===== config.mk =====
export PLATFORM = sky130hd
export DESIGN_NAME = adc_sample_capture_flat
export DESIGN_NICKNAME = d
export VERILOG_FILES = /design/src/rtl/adc_sample_capture_if.sv /design/src/rtl/adc_sample_capture.sv /design/src/flat_wrapper.sv
export SDC_FILE = /design/constraint.sdc
export NUM_CORES = 1
export LEC_CHECK = 0
export CORE_ASPECT_RATIO = 0.75
export CORE_MARGIN = 4
export CORE_UTILIZATION = 40
export CTS_BUF_LIST = sky130_fd_sc_hd__clkbuf_16
export DETAILED_ROUTE_END_ITERATION = 16
export PLACE_DENSITY = 0.71
export SLEW_MARGIN = 20
export SYNTH_ARGS = -nofsm -noshare
export SYNTH_HDL_FRONTEND = slang
export SYNTH_SLANG_ARGS = --single-unit

===== constraint.sdc =====
create_clock -name clk -period 2.4 [get_ports clk]
set_clock_uncertainty 0.1 [all_clocks]
set_input_delay 0.6 -clock clk [delete_from_list [all_inputs] [get_ports clk]]
set_output_delay 0.6 -clock clk [all_outputs]
set_load 0.005 [all_outputs]

===== src/rtl/adc_sample_capture_if.sv =====
// adc_sample_capture_if: ADC serial bus plus sample handshake between capture stage and arithmetic control
interface adc_sample_capture_if #(parameter int OUT_W = 16);
  logic enable;
  logic sdata;
  logic resultado_listo;
  logic cs_n;
  logic sclk;
  logic [OUT_W-1:0] sample;
  logic dato_listo;
  logic overrun;
  modport master (
    input  enable, sdata, resultado_listo,
    output cs_n, sclk, sample, dato_listo, overrun
  );
  modport slave (
    output enable, sdata, resultado_listo,
    input  cs_n, sclk, sample, dato_listo, overrun
  );
endinterface


===== src/rtl/adc_sample_capture.sv =====
// adc_sample_capture: periodic AD7476-style serial ADC capture producing signed samples with overrun tracking
module adc_sample_capture #(
  parameter int CLK_DIV       = 4,
  parameter int SAMPLE_PERIOD = 2268,
  parameter int OUT_W         = 16
) (
  input logic clk,
  input logic reset,
  adc_sample_capture_if.master bus
);
  localparam int CW = $clog2(SAMPLE_PERIOD);
  localparam int DW = $clog2(CLK_DIV) + 1;
  localparam logic [CW-1:0] LAST  = CW'(SAMPLE_PERIOD - 1);
  localparam logic [DW-1:0] DLAST = DW'(CLK_DIV - 1);
  typedef enum logic [1:0] {IDLE, CS_SETUP, SHIFT, DONE} state_t;
  state_t state;
  logic [CW-1:0] count;
  logic [DW-1:0] div;
  logic [3:0] bits;
  logic [11:0] shift;
  logic pending;
  logic tick;
  assign tick = bus.enable && count == '0;
  always_ff @(posedge clk or posedge reset)
    if (reset) count <= '0;
    else count <= (!bus.enable || count == LAST) ? '0 : count + 1'b1;
  // Leading-zero bits fall off the top of the 12-bit register, leaving the code aligned.
  always_ff @(posedge clk or posedge reset)
    if (reset) begin
      state          <= IDLE;
      div            <= '0;
      bits           <= '0;
      shift          <= '0;
      bus.cs_n       <= 1'b1;
      bus.sclk       <= 1'b1;
      bus.sample     <= '0;
      bus.dato_listo <= 1'b0;
    end else begin
      bus.dato_listo <= 1'b0;
      case (state)
        IDLE: if (tick) begin
          state    <= CS_SETUP;
          bus.cs_n <= 1'b0;
          div      <= '0;
        end
        CS_SETUP: if (div == DLAST) begin
          state    <= SHIFT;
          bus.sclk <= 1'b0;
          div      <= '0;
          bits     <= '0;
        end else div <= div + 1'b1;
        SHIFT: if (div != DLAST) div <= div + 1'b1;
        else begin
          div <= '0;
          if (!bus.sclk) begin
            bus.sclk <= 1'b1;
            shift    <= {shift[10:0], bus.sdata};
          end else if (bits == 4'd15) begin
            state          <= DONE;
            bus.cs_n       <= 1'b1;
            bus.dato_listo <= 1'b1;
            bus.sample     <= OUT_W'({~shift[11], shift[10:0]}) << (OUT_W - 12);
          end else begin
            bus.sclk <= 1'b0;
            bits     <= bits + 1'b1;
          end
        end
        default: state <= IDLE;
      endcase
    end
  always_ff @(posedge clk or posedge reset)
    if (reset) begin
      pending     <= 1'b0;
      bus.overrun <= 1'b0;
    end else begin
      if (bus.dato_listo && pending && !bus.resultado_listo) bus.overrun <= 1'b1;
      pending <= bus.dato_listo | (pending & ~bus.resultado_listo);
    end
endmodule

===== src/flat_wrapper.sv =====
// flat-port wrapper written by rule: the top's interface ports become plain ports
module adc_sample_capture_flat 
#(
  parameter int CLK_DIV       = 4,
  parameter int SAMPLE_PERIOD = 2268,
  parameter int OUT_W         = 16
)
  (clk, reset, bus_enable, bus_sdata, bus_resultado_listo, bus_cs_n, bus_sclk, bus_sample, bus_dato_listo, bus_overrun);
  adc_sample_capture_if #(.OUT_W(OUT_W)) bus_i ();
  input logic clk;
  input logic reset;
  input wire logic [$bits(bus_i.enable)-1:0] bus_enable;
  input wire logic [$bits(bus_i.sdata)-1:0] bus_sdata;
  input wire logic [$bits(bus_i.resultado_listo)-1:0] bus_resultado_listo;
  output wire logic [$bits(bus_i.cs_n)-1:0] bus_cs_n;
  output wire logic [$bits(bus_i.sclk)-1:0] bus_sclk;
  output wire logic [$bits(bus_i.sample)-1:0] bus_sample;
  output wire logic [$bits(bus_i.dato_listo)-1:0] bus_dato_listo;
  output wire logic [$bits(bus_i.overrun)-1:0] bus_overrun;
  assign bus_i.enable = bus_enable;
  assign bus_i.sdata = bus_sdata;
  assign bus_i.resultado_listo = bus_resultado_listo;
  assign bus_cs_n = bus_i.cs_n;
  assign bus_sclk = bus_i.sclk;
  assign bus_sample = bus_i.sample;
  assign bus_dato_listo = bus_i.dato_listo;
  assign bus_overrun = bus_i.overrun;
  adc_sample_capture #(.CLK_DIV(CLK_DIV), .SAMPLE_PERIOD(SAMPLE_PERIOD), .OUT_W(OUT_W)) u_core (.clk(clk), .reset(reset), .bus(bus_i));
endmodule

### After elaboration in Yosys (flattened, before gate mapping)

Cells that the tools add are included.

* register bits after elaboration: 50
* output and inout bits: 20
* input port bits: 5
* word-level logic and storage cells: 79

* reductions and logical operators: 18
* muxes and demuxes: 29
* equal/unequal tests: 12
* bitwise gates (word level): 6
* add/subtract/negate cells: 3

Operator list (number)
* $mux 4: 4
* $reduce_and 5->1: 3
* $add 12x1->12 const B: 1
* $eq 12x12->1 const B: 1
* $logic_not 12->1: 1
* $mux 12: 1
* $mux 1: 11
* $mux 2: 5
* $mux 3: 3
* $pmux 3 s3: 1
* $ne 2x1->1 const B: 4
* $pmux 4 s2: 1
* $pmux 2 s3: 1
* $reduce_and 3->1: 2
* $add 4x1->4 const B: 1
* $eq 4x4->1 const B: 1
* $ne 2x2->1 const B: 2
* $not 1->1: 4
* $pmux 1 s2: 2
* $reduce_and 4->1: 1
* $reduce_bool 2->1: 2
* $add 3x1->3 const B: 1
* $eq 3x2->1 const B: 1
* $logic_and 1x1->1: 3
* other kinds (10): 11

### Logic depth before layout (Yosys ltp)

Gate-level depths: netlist (run 1).

* depth after elaboration: 5
* gate-level depth with buffers: 8

### Least setup slack after synthesis (run 1)

No wires, ideal clock.

* path type: reg-to-reg
* start point: register u_core.count[0]
* end point: register u_core.state[1]
* stages on the path, launching flop included: 7
* slack: 37 ps
* clock period less this slack: 2363 ps
* library setup time: 125 ps
* arrival time: 2139 ps
* path through: dfrtp_1 > inv_1 > ha_1 > or4bb_1 > or4_4 > a221oi_2 > mux2_2

* cells in the longest elaborated chain, start to end: 4

Ends and longest elaborated chain
* from (decl): line adc_sample_capture.sv:17 `logic [CW-1:0] count;`
* from (signal assigned): line adc_sample_capture.sv:26 `else count <= (!bus.enable || count == LAST) ? '0 : count + 1'b1;`
* $logic_not 12->1: line adc_sample_capture.sv:23 `assign tick = bus.enable && count == '0;`
* $logic_and 1x1->1: line adc_sample_capture.sv:23
* $ne 2x1->1 (no source line)
* $reduce_and 5->1 (no source line)
* to (signal assigned): line adc_sample_capture.sv:30 `state <= IDLE;`
* to (signal assigned): line adc_sample_capture.sv:42 `state <= CS_SETUP;`
* to (signal assigned): line adc_sample_capture.sv:47 `state <= SHIFT;`
* to (decl): line adc_sample_capture.sv:16 `state_t state;`

No other way between the ends.
A chain may end at the register's enable or synchronous reset.

### Worst setup path after layout (run 1)

* start point: register u_core.count[10]
* end point: register u_core.state[1]

Same word-level chain as after synthesis.

==> impl_metrics.yaml, run 1 <==
final_layout:
  nets: 269
  num_antenna_cells: 0
  finalNonFillerCells: 331
  final.fill_count: 504
  drive_gt1_frac: 0.184
  areaGrowthSynthToFinish_pct: 24.7
synth:
  synth.most_common_cell: "dfrtp_1"
  synth_area_per_cell_um2: 10.5
  synth_area_um2: 2320
  ys.flop_type: "dfrtp_1"
  synth_edf_count: 0
  ys_top_cells_by_count: "48 x dfrtp_1, 39 x nand2_1, 16 x mux2_2, 14 x inv_1"
  yosysTopAreaCell: "dfrtp_1"
  synth_seq_area_share: 0.540
  async_reset_ff_frac: 1.00
  syn_inst: 220
  synth_cell_type_count: 40
  ys_seq_elements: 50
  yosys-top-cells-area: "dfrtp_1 52%, mux2_2 7.8%, nand2_1 6.3%, ha_1 4.9%, dfstp_2 2.3%"
  yosys_warnings: 0
  yosysTopAreaCellShare: 0.518
hold_path:
  min-delay-path-class: "flip-flop to flip-flop"
clock_network:
  cts_sinks: 50
  clk_latency_ns: 0.29
  ctsHoldBuffers: 0
  cts-root-buf: "clkbuf_16"
  numCtsBuffers: 5
  max-clock-path-buffers: 2
  cts_tree: "built"
  cts_max_level: 2
  clk_pin_slew_ns: 0.06
global_routing:
  grt-ovfl-total: 0
  grt_pass1_wl_um: 7590
  grt_pass1_vias: 1606
  grt_max_degree: 24
  grt_usage: 0.140
  antenna_found_initial: 0
critical_path:
  worst_setup_path_end_kind: "flip-flop"
  r2r-end: "u_core.state[1]"
  rr_startpoint: "u_core.count[10]"
  ff2ff_setup_slack_ns: 0.06
  critPathLaunch: "u_core.count[10]"
  crit_end: "u_core.state[1]"
  reg2regPathDepth: 4
  critPathMaxFanout: 3
  cp.required_ns: 2.47
  criticalPathCategory: "flip-flop to flip-flop"
  arrival_ns: 2.42
  start_kind: "flip-flop"
floorplan:
  dieArea_um2: 7090
  dieWidth_um: 95.9
  initial_core_util: 0.424
  rows: 23
  fp.dieH_um: 74.0
  core_um2: 5470
  pin_count: 25
sta:
  setup_violations: 0
  min_period_ns: 2.34
  drv_slew: 0
  setup-tns-final_ns: 0
  fin_crit_sh: 0.977
  hold_viol_final: 0
  fmax_ghz: 0.427
outcome:
  status: "complete, no violations"
routing:
  via_per_inst: 4.97
  wl_per_cell_um: 12.9
  routed_wl_um: 4260
  ant_nets: 0
  drt_first_pass_iters: 4
  via_count: 1644
  drt_iter0_drc: 41
  drc: 0
placed_design:
  portBuffers: 20
  dp_cells: 321
  dp_hpwl_um: 3060
  gp_congestion: 0.759
power:
  cellLeakagePower_nw: 1.40
  power_density_nw_per_um2: 593
  ir_drop_mv: 0.268
run:
  maxCapViolCount: 0
## cell usage in the layout (no fill, tap or decap), types with 2 or more instances in the layout
master           netlist  routed
o211ai_1               2       2
nand3_1                8       8
mux2_2                16      15
and3_1                 3       3
conb_1                 1       4
a211o_1                2       2
dfstp_2                2       2
a21o_1                 2       2
nand2_1               39      39
nor3_1                 5       5
a21oi_1                9       8
inv_1                 14      14
buf_4                  4      13
xnor2_1                5       5
or3_1                  4       4
nor4_1                 4       4
clkdlybuf4s50_1        0      19
o21ai_0                7       7
xor2_1                 2       2
dfrtp_1               48      48
ha_1                   9       9
clkbuf_16              0       5
nor2_1                 9       9
a2bb2oi_1              2       2
## final cells by class
class	count	area [µm²]	share of cell area
Clock buffer	5	125	0.0433
Clock inverter	3	41.3	0.0143
Inverter	14	52.6	0.0182
Multi-Input combinational cell	149	998	0.345
Sequential cell	50	1250	0.433
Tap cell	75	93.8	0.0324
Timing Repair Buffer	35	328	0.113
## flip-flops by register name (all words and copies together) (netlist names)
| name | cells |
|---|---|
| u_core.bus.cs_n | 1 |
| u_core.count | 12 |
| u_core.bus.dato_listo | 1 |
| u_core.bus.overrun | 1 |
| u_core.div | 3 |
| u_core.bits | 4 |
| u_core.pending | 1 |
| u_core.bus.sclk | 1 |
| u_core.state | 2 |
| u_core.shift | 12 |
| u_core.bus.sample | 12 |
## power by group
group,switching (mW),leakage [nW],internal (mW),total (mW)
combinational,0.0393,0.663,0.0339,0.0733
sequential,0.00577,0.655,0.852,0.858
clock,0.296,0.0812,0.488,0.784
## worst min path at each step
stage	startpoint	to	slack, ns	cells after the start
after CTS	u_core.shift[11]	u_core.bus.sample[15]	0.37	1
after global routing	u_core.bus.overrun	u_core.bus.overrun	0.39	1
after floorplan	u_core.shift[11]	u_core.bus.sample[15]	0.33	1
after detailed placement	u_core.shift[11]	u_core.bus.sample[15]	0.36	1
final	u_core.shift[11]	u_core.bus.sample[15]	0.37	1
after global placement	u_core.bus.overrun	u_core.bus.overrun	0.35	1
## worst max-delay path: stages, from the launching register on
cell	delay, ns
dfrtp_1	0.40
or4_1	0.54
or4_4	0.58
a221oi_4	0.28
mux2_4	0.32
## layer usage
metal / track usage / wire [µm] / part of all wire
met5: 0 / 0 / 0
met4: 0.0284 / 40 / 0.0094
met3: 0.0536 / 195 / 0.046
met2: 0.207 / 1840 / 0.43
met1: 0.197 / 2190 / 0.51
## stage by stage
step           hold WS (ns)  worst slack [ns]   util  power (mW)  instance area, µm²
2_1_floorplan         0.334            0.0368      -       0.917                2330
3_3_place_gp          0.348            -0.438  0.491       0.945                2680
3_5_place_dp          0.357            -0.473  0.491       0.946                2680
4_1_cts               0.366            0.0469  0.528        1.73                2890
5_1_grt               0.388         -0.000781  0.529        1.80                2890
6_report              0.365            0.0563  0.529        1.71                2890
## cell families (layout without fill, tap and decap cells)
logic type,Yosys count,after routing,share of synthesized area
compound gates,31,31,0.0895
xor+xnor,7,7,0.0264
fa+ha+maj,9,9,0.0485
buf+inv,24,57,0.0453
flops,50,50,0.540
mux,17,17,0.0820
other cells,1,4,0.00162
simple gates,81,81,0.166
## timing repair
item	CTS	global route
pin swaps	2	1
buffers inserted	2	0
resized for setup	5	1
setup endpoints to repair	4	2
(Power assumes the default switching activity.)
==> run 2, diff against run 1 <==
==> constraint.sdc (replaced) <==
create_clock -name clk -period 2.4 [get_ports clk]
set_clock_uncertainty 0.1 [all_clocks]
set_input_delay 0.48 -clock clk [delete_from_list [all_inputs] [get_ports clk]]
set_output_delay 0.48 -clock clk [all_outputs]
set_load 0.005 [all_outputs]
==> run 2 against run 1 <==
- first-iteration DRC count rose by 63%
- flip-flop and latch count unchanged
- count of clock-buffer cells in the layout unchanged
- design area rose by 0.22%
- worst setup slack worse by 0.029 ns
- worst hold slack got worse by 0.0037 ns
- power decreased by 5.7%
- sequential power barely moved
- die area unchanged
- combinational power grew 11%
- sequential share of layout area down 0.094 points
- largest cell class unchanged
- highest routed layer unchanged
==> impl_metrics.yaml, run 2 (synthesis results as in run 1) <==
clock_network:
  cts-root-buf: "clkbuf_16"
  ctsHoldBuffers: 0
  max-clock-path-buffers: 2
  clk_pin_slew_ns: 0.06
  cts_sinks: 50
  cts_max_level: 2
  numCtsBuffers: 5
  cts_tree: "built"
  clk_latency_ns: 0.29
sta:
  min_period_ns: 2.37
  tightest_slew_ns: 0.508
  setup_slack_ns: 0.0272
  fmax_ghz: 0.421
  fin_crit_sh: 0.989
  hold_viol_final: 0
  drv_slew: 0
  relSlewSlack: 0.657
  rsz0062_at_grt: "yes"
  setup_violations: 0
floorplan:
  dieArea_um2: 7090
  rows: 23
  pin_count: 25
  fp.dieH_um: 74.0
  dieWidth_um: 95.9
  initial_core_util: 0.424
  core_um2: 5470
critical_path:
  start_kind: "flip-flop"
  reg2regPathDepth: 5
  criticalPathCategory: "flip-flop to flip-flop"
  r2r-end: "u_core.state[0]"
  cp.required_ns: 2.50
  arrival_ns: 2.47
  ff2ff_setup_slack_ns: 0.03
  rr_startpoint: "u_core.count[10]"
  worst_setup_path_end_kind: "flip-flop"
  critPathMaxFanout: 3
final_layout:
  final_cell_area_um2: 2900
  drive_gt1_frac: 0.195
  num_antenna_cells: 0
  final_common_cell: "dfrtp_1"
  most-common-layout-cells: "48 x dfrtp_1, 39 x nand2_1, 19 x clkdlybuf4s50_1"
  largest_registers: "u_core.bus.sample (12), u_core.count (12), u_core.shift (12)"
  areaGrowthSynthToFinish_pct: 25.0
  finalNonFillerCells: 331
  final_util: 0.530
  final.fill_count: 491
  nets: 269
routing:
  ant_nets: 0
  drc: 0
  via_per_inst: 5.03
  wl_per_cell_um: 13.3
  drt_first_pass_iters: 4
  via_count: 1664
  routed_wl_um: 4390
  drt_iter0_drc: 67
global_routing:
  antenna_found_initial: 0
  grt_max_degree: 27
  grt_usage: 0.140
  grt_pass1_vias: 1685
  grt-ovfl-total: 0
  grt_pass1_wl_um: 7810
placed_design:
  portBuffers: 20
  gp_congestion: 0.789
  placed_cell_area_um2: 2680
  dp_cells: 320
  dp_hpwl_um: 3140
  pre_cts_slack_ns: -0.377
power:
  total_power_mw: 1.62
  power_density_nw_per_um2: 558
  cellLeakagePower_nw: 1.40
  ir_drop_mv: 0.275
hold_path:
  min-delay-path-class: "input pin to async pin"
run:
  maxCapViolCount: 0
outcome:
  status: "complete, no violations"
run 2: cell count changes in the layout (fill, tap and decap cells not counted), sizes merged:
cell / previous run / this run
dlymetal6s2s: 0 / 1
clkinv: 0 / 2
dlygate4sd2: 1 / 0
bufinv: 1 / 0
inv: 15 / 14
run 2: layout make-up:
cell class	instances	area (µm²)	share of cell area
clock buffer	5	125	0.0432
clock inverter	3	16.3	0.00561
sequential	50	1250	0.432
inverter	14	52.6	0.0181
multi-input combinational	149	1030	0.354
timing repair buffer	35	332	0.114
tap	75	93.8	0.0324
run 2: repair_timing:
action,CTS,global route
pin swaps,2,4
buffers inserted,1,2
endpoints found under the setup margin,4,4
resized for setup,3,9
run 2: through the flow:
stage | hold slack, ns | setup TNS, ns
final | 0.362 | 0
after CTS | 0.367 | 0
after floorplan | 0.334 | 0
after global routing | 0.387 | -0.0636
after detailed placement | 0.357 | -1.73
after global placement | 0.351 | -1.44
run 2: worst max path at each step:
stage	startpoint	endpoint	slack (ns)	cells past startpoint
final	u_core.count[10]	u_core.state[0]	0.03	5
after CTS	bus_enable	u_core.state[0]	0.00006	6
after global placement	bus_enable	u_core.div[1]	-0.33	5
after detailed placement	bus_enable	u_core.div[0]	-0.38	5
after global routing	u_core.count[1]	u_core.state[0]	-0.04	7
after floorplan	u_core.count[0]	u_core.state[1]	0.04	6
run 2: metal layers:
| layer | global-route usage | part of all wire | vias to the layer above |
|---|---|---|---|
| met2 | 0.210 | 0.43 | 36 |
| met1 | 0.201 | 0.51 | 807 |
| met5 | 0 | 0 | - |
| met3 | 0.0384 | 0.045 | 5 |
| li1 | - | - | 816 |
| met4 | 0.0426 | 0.0084 | 0 |
run 2: where the power goes:
part           switching [mW]  total (mW)  internal (mW)
clock                   0.298       0.678          0.381
sequential            0.00663       0.859          0.852
combinational          0.0429      0.0810         0.0381
total                   0.347        1.62           1.27
run 2: worst max-delay path, stage by stage (launching register included):
cell and delay, ns:
dfrtp_1 0.39, or4_1 0.54, or4_4 0.59, buf_6 0.15, mux2_4 0.26, o32ai_4 0.26
==> run 3, diff against run 2 <==
- CTS_CLUSTER_DIAMETER: unset -> 120
==> results of run 3 <==
Same layout as run 2: the final DEF is identical, and so are final timing and power.
